**config.mk**
```make
export PLATFORM = sky130hd
export DESIGN_NAME = rr_slot_arbiter
export DESIGN_NICKNAME = d
export VERILOG_FILES = /design/src/rtl/rr_slot_arbiter.sv
export SDC_FILE = /design/constraint.sdc
export NUM_CORES = 1
export LEC_CHECK = 0
export BUFFER_PORTS_ARGS = -buffer_cell sky130_fd_sc_hd__buf_2
export CAP_MARGIN = 10
export CORE_AREA = 5 5 42 44
export DETAILED_ROUTE_END_ITERATION = 12
export DIE_AREA = 0 0 47 49
export PLACE_DENSITY = 0.83
export SYNTH_ARGS = -nofsm -noshare
export SYNTH_HDL_FRONTEND = slang
export SYNTH_SLANG_ARGS = --single-unit
```
**constraint.sdc**
```tcl
create_clock -name clk -period 3.81 [get_ports clk]
set_input_delay 0.5715 -clock clk [delete_from_list [all_inputs] [get_ports clk]]
set_output_delay 0.5715 -clock clk [all_outputs]
set_load 0.1 [all_outputs]
```
**src/rtl/rr_slot_arbiter.sv**
```systemverilog
// Round-robin arbiter: registered one-hot grant held while the owner requests,
// rotating one-hot search pointer. Optional hold-time preemption via RR_TIMEOUT_EN.
module rr_slot_arbiter #(
    parameter int unsigned NUM_REQ  = 4,
    parameter int unsigned MAX_HOLD = 8
) (
    input  logic                       clk,
    input  logic                       reset,
    input  logic [NUM_REQ-1:0]         req,
    output logic [NUM_REQ-1:0]         grant,
    output logic [$clog2(NUM_REQ)-1:0] grant_idx,
    output logic                       busy
);

    localparam int unsigned IDX_W = $clog2(NUM_REQ);

    typedef enum logic {
        IDLE,
        OWNED
    } state_t;

    state_t             state;
    logic [NUM_REQ-1:0] ptr;

    int unsigned        ptr_pos;
    int unsigned        pos;
    logic [NUM_REQ-1:0] cand;
    logic               win_found;
    logic [IDX_W-1:0]   win_idx;
    logic [NUM_REQ-1:0] win_oh;
    logic [NUM_REQ-1:0] win_ptr;
    logic               owner_req;
    logic               timeout_hit;
    logic               take;
    logic               drop;

    generate
        if (NUM_REQ < 2 || MAX_HOLD < 2) begin : g_param_check
            $error("rr_slot_arbiter: NUM_REQ and MAX_HOLD must both be >= 2");
        end
    endgenerate

`ifdef RR_TIMEOUT_EN
    localparam int unsigned CNT_W = $clog2(MAX_HOLD + 1);
    logic [CNT_W-1:0] hold_cnt;

    assign timeout_hit = (hold_cnt == CNT_W'(MAX_HOLD - 1));
`else
    assign timeout_hit = 1'b0;
`endif

    // Winner search from the pointer position upward with wrap; the current
    // owner is masked so a preemption always lands on someone else.
    always_comb begin
        ptr_pos   = 0;
        pos       = 0;
        cand      = req & ~grant;
        win_found = 1'b0;
        win_idx   = '0;
        for (int unsigned i = 0; i < NUM_REQ; i++) begin
            if (ptr[i]) ptr_pos = i;
        end
        for (int unsigned off = 0; off < NUM_REQ; off++) begin
            pos = ptr_pos + off;
            if (pos >= NUM_REQ) pos = pos - NUM_REQ;
            if (!win_found && cand[IDX_W'(pos)]) begin
                win_found = 1'b1;
                win_idx   = IDX_W'(pos);
            end
        end
        win_oh  = NUM_REQ'(1) << win_idx;
        win_ptr = {win_oh[NUM_REQ-2:0], win_oh[NUM_REQ-1]};
    end

    // Next-transition decision: new grant (take) or return to idle (drop).
    always_comb begin
        owner_req = |(req & grant);
        take      = 1'b0;
        drop      = 1'b0;
        case (state)
            IDLE:  take = win_found;
            OWNED: begin
                if (!owner_req) begin
                    take = win_found;
                    drop = !win_found;
                end else if (timeout_hit && win_found) begin
                    take = 1'b1;
                end
            end
            default: drop = 1'b1;
        endcase
    end

    always_ff @(posedge clk or posedge reset) begin
        if (reset) begin
            state     <= IDLE;
            grant     <= '0;
            grant_idx <= '0;
            busy      <= 1'b0;
            ptr       <= NUM_REQ'(1);
`ifdef RR_TIMEOUT_EN
            hold_cnt  <= '0;
`endif
        end else if (take) begin
            state     <= OWNED;
            grant     <= win_oh;
            grant_idx <= win_idx;
            busy      <= 1'b1;
            ptr       <= win_ptr;
`ifdef RR_TIMEOUT_EN
            hold_cnt  <= '0;
`endif
        end else if (drop) begin
            state     <= IDLE;
            grant     <= '0;
            grant_idx <= '0;
            busy      <= 1'b0;
`ifdef RR_TIMEOUT_EN
            hold_cnt  <= '0;
`endif
        end else if (state == OWNED) begin
`ifdef RR_TIMEOUT_EN
            // Lone owner at the limit keeps the grant with a fresh window.
            hold_cnt  <= timeout_hit ? '0 : hold_cnt + CNT_W'(1);
`endif
        end
    end

endmodule

```
==> impl_results.md <==
- Endpoint type of the worst setup path: flip-flop
- Rel. slew slack: 54.9%
- Destination of the worst register-to-register timing path: grant[2]
- EDFF count, synth: 0
- Internal reg-to-reg setup slack: 1.34 ns
- Share of synthesized flip-flops with an asynchronous set or reset: 100%
- Hold-fix buffers at CTS: 0
- Worst hold path class: primary input to async pin
- Number of ports placed on the die boundary: 13
- Worst Setup Path Type: flip-flop to flip-flop
- Per-instance average area after synthesis: 8.68 sq um
- Status: complete, no violations
- Per-cell routed wire length: 13.6 um
- Area of the die: 2300 sq um
- Crit path DAT: 2.65 ns
- Post-CTS sizing: 0
- RSZ-0062 raised after global routing: no
- CTS tree: done
- Synthesis-to-finish area growth: 13.9%
- Area occupied by registers: 250 sq um
- Net count after synthesis: 89
- Die Height: 49 um
- Post-DP HPWL: 1210 um
- Fill cells: 128
- Clock insertion delay at the later pin of the skew report: 0.25 ns
- Chip width: 47 um
- Count of final setup violators: 0
- Commonest non-fill, non-tap cell in the layout: nand2_1
- Detailed-routing iteration count for the pre-antenna-repair pass: 4
- Final TNS setup: 0 ns
- Remaining routing DRC violations: 0
- Final Max Slew Viols: 0
- Pin slew with the least headroom to its limit: 0.670 ns
- Part of the cycle the worst path needs: 64.9%
- Vias/cell: 5.77
- Post-CTS setup repair buffer count: 0
- Layout cells sized above 1: 24.2%
- Core Footprint: 1400 sq um
- Cell chosen for the clock root: clkbuf_4
- Worst R2R Path Depth: 6
- Count of input and output buffers: 12
- Final hold violations: 0
- Worst endpoint required time: 3.99 ns
- GRT Util Overall: 15.3%
- Sequential area share after synthesis: 34.7%
- Setup skew after layout: 0.00180 ns
- Number of clock sinks: 10
- Sort of element at the start of the critical path: flip-flop
- Synthesized instance count: 83
- Maximum clock insertion buffer count: 2
- Number of nets in the layout: 102
- Violation count after the first detailed-route iteration: 14
- Launching point of the worst reg2reg path: ptr[3]
- Maximum Capacitance Violations: 0
- Effective utilization at floorplan: 51.4%
- Unique cell type count in the Yosys netlist: 35
- Post-synth design cell area: 721 sq um
- Flops & latches, synth: 10
- Final ANT Viol Nets: 0
- Main synth FF type: dfrtp_1
- Initial antenna violation count: 0
- Grt total ovfl: 0
- Total Wirelength: 1510 um
- Vias in the first global route: 616
- Vias after detailed routing: 640
- Max H-tree Level: 1
- TritonCTS buffer count: 3
- Timing-limited maximum frequency: 404 MHz
- Yosys warning count: 0
- Wire length of the first global-routing pass: 2680 um
- Area of combinational cells with multiple inputs: 450 sq um
- Row count: 14
- CP max FO: 15
- RD Place Congestion: 0.967
- Ant diodes: 0
- Commonest cells after routing, fill and taps aside: nand2_1, buf_2, dfrtp_1
- Tmin final: 2.47 ns
- Pin count of the biggest net entering global routing: 16
- Clock transition at the registers of the reported paths: 0.06 ns
## kinds of logic after synthesis
kind of cell / count (synthesis) / synth area share [%]
and+or+nand+nor: 34 / 24.0
muxes: 6 / 8.68
buffers and inverters: 5 / 2.78
DFF: 10 / 34.7
AOI/OAI and AO/OA: 28 / 29.9
## flip-flops by register name (all words and copies together), names as in the netlist
signal and cells:
grant 4, grant_idx 2, ptr 3, state 1
## stage by stage
step	util [%]	worst slack [ns]	cells	hold WS, ns	instance area [sq um]
floorplan	-	1.36	83	0.412	721
global placement	56.0	1.43	107	0.456	785
CTS	58.6	1.33	111	0.276	821
finish	58.6	1.34	111	0.278	821
global route	58.6	1.17	111	0.292	821
detailed placement	56.0	1.34	107	0.465	785
## worst max path at each step
stage	from	end	slack, ns	cells past startpoint
5_1_grt	ptr[3]	grant[2]	1.17	6
6_report	ptr[3]	grant[2]	1.34	6
3_5_place_dp	ptr[3]	grant[2]	1.34	6
4_1_cts	ptr[3]	grant[2]	1.33	6
2_1_floorplan	grant[1]	grant[2]	1.36	7
3_3_place_gp	ptr[3]	ptr[3]	1.43	6
## synth_stat cells, types with 2 or more instances
library cell / number / share of area [%]
a21oi_1: 2 / 1.4
a22o_1: 2 / 2.4
clkbuf_1: 3 / 1.6
dfrtp_1: 10 / 35
mux2i_1: 4 / 5.6
nand2_1: 13 / 6.8
nand2b_1: 4 / 3.5
nand3_1: 2 / 1.4
nor2_1: 3 / 1.6
nor2b_1: 4 / 3.5
nor3_1: 3 / 2.1
o21a_1: 2 / 2.1
o21ai_0: 3 / 2.1
o21ai_1: 7 / 4.9
## layer usage
layer / share of wire [%] / vias to the layer above / GRT usage, %
met3: 1.4 / 4 / 2.21
met5: 0 / - / 0
met1: 45 / 294 / 20.8
li1: - / 328 / -
met2: 51 / 14 / 22.2
met4: 2.5 / 0 / 9.22
## worst max-delay path, cell delays in order, from the launching register on
cell	delay (ns)
dfrtp_1	0.64
or2_0	0.43
mux2_1	0.36
mux2i_1	0.19
mux2_2	0.38
o22a_2	0.24
o21ai_1	0.15
## layout make-up
type / instances / share of cell area, %
multi-input combinational: 68 / 54.9
tap: 16 / 2.44
timing repair buffer: 12 / 7.32
inverter: 1 / 0.457
sequential: 10 / 30.5
clock buffer: 4 / 4.42
Power is not shown: default switching activity piles up to over one toggle a cycle in this logic, so the estimate is an artifact.
